==> config.mk <==
export PLATFORM = sky130hd
export DESIGN_NAME = prescaled_updown_counter
export DESIGN_NICKNAME = d
export VERILOG_FILES = /design/src/rtl/counter_pkg.sv /design/src/rtl/tick_prescaler.sv /design/src/rtl/prescaled_updown_counter.sv
export SDC_FILE = /design/constraint.sdc
export NUM_CORES = 1
export LEC_CHECK = 0
export ABC_AREA = 1
export CAP_MARGIN = 10
export CORE_AREA = 2 2 60 62
export DETAILED_ROUTE_END_ITERATION = 6
export DIE_AREA = 0 0 62 64
export HOLD_SLACK_MARGIN = 0.12
export PLACE_DENSITY = 0.64
export SETUP_SLACK_MARGIN = 0.2
export SYNTH_ARGS = -nofsm -noshare
export SYNTH_HDL_FRONTEND = slang
export SYNTH_SLANG_ARGS = --single-unit
==> constraint.sdc <==
create_clock -name clk -period 2.35 [get_ports clk]
set_input_delay 0.235 -clock clk [delete_from_list [all_inputs] [get_ports clk]]
set_output_delay 0.235 -clock clk [all_outputs]
set_load 0.02 [all_outputs]
==> src/rtl/counter_pkg.sv <==
// Shared constants and helpers for the prescaled counter family.
package counter_pkg;

  // Count direction encoding on the dir input.
  localparam logic DIR_UP   = 1'b0;
  localparam logic DIR_DOWN = 1'b1;

  // Prescaler base periods: short for simulation, 128 Hz tick from 50 MHz on the board.
  localparam int DIV_BASE_SIM   = 2;
  localparam int DIV_BASE_BOARD = 50_000_000 / 128;

  // Tick period in clock cycles for a given base period and speed select.
  function automatic int unsigned period(input int unsigned div_base, input int unsigned sel);
    return div_base << sel;
  endfunction

endpackage

==> src/rtl/tick_prescaler.sv <==
// Tick generator: emits a one-cycle en strobe every DIV_BASE << sw cycles while run=1.
// Strobe contract: en is a pulse with no backpressure; a consumer acts on every
// cycle where en=1 and there is no ready/acknowledge path back into this block.
module tick_prescaler
  import counter_pkg::*;
#(
  parameter int DIV_BASE = DIV_BASE_SIM,
  parameter int SEL_W    = 3
) (
  input  logic             clk,
  input  logic             reset,
  input  logic             run,
  input  logic             clr,
  input  logic [SEL_W-1:0] sw,
  output logic             en
);

  // Wide enough to hold the longest period minus one with a spare bit.
  localparam int PRE_W = $clog2(DIV_BASE << (2**SEL_W - 1)) + 1;

  logic [PRE_W-1:0] pre_cnt_q;
  logic [PRE_W-1:0] pre_cnt_d;
  logic [31:0]      period_m1;
  logic [31:0]      pre_cnt_ext;
  logic             at_end;

  // Period end decode; P is re-evaluated every cycle so a shorter sw fires at once.
  always_comb begin
    period_m1   = period(DIV_BASE, 32'(sw)) - 32'd1;
    pre_cnt_ext = 32'(pre_cnt_q);
    at_end      = (pre_cnt_ext >= period_m1);
    en          = run & ~reset & at_end;
  end

  // Next prescaler value: clear wins, then wrap/increment while running, else hold.
  always_comb begin
    pre_cnt_d = pre_cnt_q;
    if (clr) begin
      pre_cnt_d = '0;
    end else if (run) begin
      if (at_end) pre_cnt_d = '0;
      else        pre_cnt_d = pre_cnt_q + PRE_W'(1);
    end
  end

  // Prescaler register with asynchronous clear.
  always_ff @(posedge clk or posedge reset) begin
    if (reset) pre_cnt_q <= '0;
    else       pre_cnt_q <= pre_cnt_d;
  end

endmodule

==> src/rtl/prescaled_updown_counter.sv <==
// Up/down modulo counter advanced by a selectable-rate prescaler tick.
// en and tc are one-cycle strobes (no handshake); q changes on the edge ending an en cycle.
module prescaled_updown_counter
  import counter_pkg::*;
#(
  parameter int WIDTH    = 4,
  parameter int SEL_W    = 3,
  parameter int DIV_BASE = DIV_BASE_SIM
) (
  input  logic             clk,
  input  logic             reset,
  input  logic [SEL_W-1:0] sw,
  input  logic             run,
  input  logic             dir,
  input  logic [WIDTH-1:0] limit,
  input  logic             load,
  input  logic [WIDTH-1:0] load_val,
  output logic             en,
  output logic [WIDTH-1:0] q,
  output logic             tc
);

  logic [WIDTH-1:0] count_q;
  logic [WIDTH-1:0] count_d;
  logic             at_wrap;

  // Load also restarts the prescaler so the first tick after it is a full period away.
  tick_prescaler #(
    .DIV_BASE (DIV_BASE),
    .SEL_W    (SEL_W)
  ) u_prescaler (
    .clk   (clk),
    .reset (reset),
    .run   (run),
    .clr   (load),
    .sw    (sw),
    .en    (en)
  );

  // Wrap condition for the current direction; q above limit counts as wrapping.
  always_comb begin
    at_wrap = 1'b0;
    if (dir == DIR_UP) at_wrap = (count_q >= limit);
    else               at_wrap = (count_q == '0);
    tc = en & at_wrap;
  end

  // Next count: load beats the tick; down mode out of range jumps to limit.
  always_comb begin
    count_d = count_q;
    if (load) begin
      count_d = load_val;
    end else if (en) begin
      if (dir == DIR_UP) begin
        if (count_q >= limit) count_d = '0;
        else                  count_d = count_q + WIDTH'(1);
      end else begin
        if (count_q == '0 || count_q > limit) count_d = limit;
        else                                  count_d = count_q - WIDTH'(1);
      end
    end
  end

  // Counter register with asynchronous clear.
  always_ff @(posedge clk or posedge reset) begin
    if (reset) count_q <= '0;
    else       count_q <= count_d;
  end

  assign q = count_q;

endmodule

==> results.py <==
metrics = {
    "status": {
        "outcome": "finished, final reports clean",
    },
    "detailed_routing": {
        "wl_mm": 2.959,
        "vias": 1277,
        "post_drt_via_cell_ratio": 4.610,
        "drtIter0Drc": 69,
        "wl_per_cell_um": 10.68,
        "dr.pass1.iters": 4,
        "drc_errors": 0,
        "antenna_left": 0,
    },
    "timing": {
        "fin_crit_ps": 2027,
        "slew_viol_final": 0,
        "max_freq_mhz": 493.4,
        "finalCritPeriodShare": 0.8624,
        "setup_tns_ps": 0,
        "finalSetupViolations": 0,
        "tightest_slew_ps": 492.3,
        "rsz0062_at_grt": "no",
        "clock_skew_ps": 4.875,
        "maxSlewHeadroom": 0.6714,
        "hold_ws_ps": 348.0,
        "finalHoldViolCount": 0,
    },
    "critical_path": {
        "path_buf_inv": 3,
        "r2r_cells": 13,
        "path_delay_family": "adder cells",
        "slowest_delay_ps": 280,
        "critPathKind": "primary input to output port",
        "critical_path.cell_chain": "dlygate4sd2_1 > nand2_2 > nor2_4 > buf_4 > ha_1 > ha_1 > nand2_1 > nand2_2 > nand3_4 > nor2_1 > buf_4",
        "timing.rr.start": "u_prescaler.pre_cnt_q[5]",
        "crit_required_ps": 2120,
        "cp_max_fo": 3,
        "r2r-end": "q[2]",
        "startpoint": "sw[1]",
        "crit_slowest_cell": "ha_1",
        "crit_path_end": "tc",
        "worstSetupStartpointType": "primary input",
        "arrival_ps": 1790,
        "cp_num_cells": 11,
        "end_kind": "output port",
        "r2r_slack_ps": 550,
    },
    "synthesis": {
        "ys_ff_latch": 13,
        "synth_top_family_by_area": "simple AND/OR/NAND/NOR gates",
        "synth_compound_area_frac": 0.07415,
        "synthesis.nets": 220,
        "synth_area_um2": 1282,
        "ys.flop_type": "dfrtp_1",
        "synth.distinct_cells": 24,
        "yosys-top-cells-area": "dfrtp_1, ha_1, nand2_1",
        "synth_top_area_share": 0.2537,
        "ys_seq_area_frac": 0.2537,
        "synth-adder-area-share": 0.1561,
        "synthArstFlopShare": 1.000,
        "avgSynthCellArea_um2": 6.822,
        "yosysTopAreaCell": "dfrtp_1",
        "synthMuxAreaShare": 0,
        "synthXorXnorAreaFrac": 0.04780,
        "yosys_warnings": 0,
        "yosys.area_share.simple": 0.3659,
        "synthCells": 188,
        "synth_edf_count": 0,
    },
    "run": {
        "drv_cap": 0,
    },
    "finish": {
        "drive_above_1_share": 0.2208,
        "fillers": 316,
        "final-seq-area_um2": 329.1,
        "layout.nets": 264,
        "antennaDiodeCount": 0,
        "multi_input_area_um2": 889.6,
        "fin_area_um2": 1779,
        "syn2layout_area_growth_pct": 38.73,
        "post-route-util": 0.5417,
    },
    "placement": {
        "dp_hpwl_mm": 2.327,
        "globalplace.congestion": 0.8305,
        "place_area_um2": 1633,
        "port_buffers": 21,
    },
    "clock_network": {
        "clk_pin_slew_ps": 80,
        "cts.sinks": 13,
        "clock-root-buffer": "clkbuf_4",
        "cts_buffer_depth": 2,
        "cts_max_level": 1,
        "tritoncts": "done",
        "numCtsBuffers": 3,
        "clkLatencyLatePin_ps": 280,
    },
    "die": {
        "dieHeight_um": 64,
        "start_util": 0.3905,
        "core_area_um2": 3284,
        "row_count": 21,
        "die_w_um": 62,
        "die_area_um2": 3968,
        "ios": 22,
    },
    "global_routing": {
        "grt_antenna_before_repair": 0,
        "grt_pass1_wl_mm": 4.899,
        "grt_max_degree": 14,
        "grt_pass1_vias": 1103,
        "grt_usage": 0.1625,
        "overflow": 0,
    },
    "pwr": {
        "ir_drop_mv": 0.3339,
        "p_per_area_nw_per_um2": 453.7,
        "p_total_mw": 0.8073,
        "p_leak_nw": 0.9155,
    },
    "min_path": {
        "hold_path.class": "primary input to asynchronous set/reset pin",
    },
}
layer usage:
layer  vias up  global-route usage  share of wire
li1        702                   -              -
met1       558              0.2544           0.52
met2        15              0.2253           0.44
met3         2             0.04251          0.035
met4         0             0.02394         0.0047
met5         -                   0              0
final cells by class:
class,count,share of cell area
Sequential cell,13,0.1850
Inverter,35,0.07384
Clock buffer,3,0.01266
Clock inverter,1,0.002813
Timing Repair Buffer,39,0.1934
Tap cell,46,0.03235
Multi-Input combinational cell,140,0.5000
what timing repair did:
action,CTS,global route
hold buffers,0,0
pin swaps,5,5
buffers inserted,2,5
setup endpoints to repair,2,2
resized for setup,19,15
gates cloned,0,0
worst reg2reg max path, cell delays in order (launching register included):
cell and delay (ps):
dfrtp_2 440, ha_1 300, nand2_1 60, a21oi_2 110, nor2_1 50, nand2_1 50, nand2_1 60, nand2_2 80
nand3_4 80, buf_4 140, buf_4 140, nand2_2 80, nand3_1 70, nand2_1 70
logic make-up (layout without fill, tap and decap cells):
logic type,Yosys count,after routing
buffers and inverters,35,78
XOR/XNOR,7,7
adder cells (fa/ha/maj),16,16
flip-flops,13,13
AND/OR/NAND/NOR,100,100
AO/OA/AOI/OAI,17,17
worst min path at each step:
stage	from	to	slack, ps	depth (start not counted)
global route	reset	u_prescaler.pre_cnt_q[3]	380	2
finish	reset	u_prescaler.pre_cnt_q[3]	350	2
CTS	reset	u_prescaler.pre_cnt_q[3]	340	2
global placement	u_prescaler.pre_cnt_q[8]	u_prescaler.pre_cnt_q[8]	550	2
floorplan	reset	q[0]	110	1
detailed placement	u_prescaler.pre_cnt_q[8]	u_prescaler.pre_cnt_q[8]	560	2
power by group:
part / internal [mW] / switching, mW / total [mW] / leakage [nW]
Sequential: 0.251 / 0.0246 / 0.275 / 0.167
Clock: 0.0631 / 0.0737 / 0.137 / 0.0177
Combinational: 0.175 / 0.220 / 0.395 / 0.731
Total: 0.489 / 0.318 / 0.807 / 0.916
layout by cell type, fill, tap and decap left out, types with 4 or more instances in the layout:
master           count
nand2_2              4
nor2_1              17
clkdlybuf4s50_1     16
dfrtp_1             10
o22ai_1              6
inv_1               29
inv_2                6
nand2_1             44
ha_1                14
nand3_1             21
xnor2_1              4
buf_4               17
a21oi_1              4
registers in the layout, summed over array words and instances (netlist names):
register               cells
u_prescaler.pre_cnt_q      9
q                          4
through the flow:
stage          cells  setup slack [ps]
4_1_cts          272             281.4
2_1_floorplan    188             528.4
3_3_place_gp     266            -379.1
6_report         277             323.4
5_1_grt          277             186.0
3_5_place_dp     266            -460.6
synthesized netlist by cell type (2+ instances only):
cell type / n
inv_1: 30
o21ai_0: 2
xor2_1: 3
o22ai_1: 6
or2_1: 3
dfrtp_1: 13
ha_1: 16
o21ai_1: 2
nand4_1: 2
nand3_1: 21
a21oi_1: 6
inv_2: 5
nand2_2: 2
nand4_2: 2
nand2_1: 46
xnor2_1: 4
nor2_1: 18
Power figures use the tool's default switching activity.
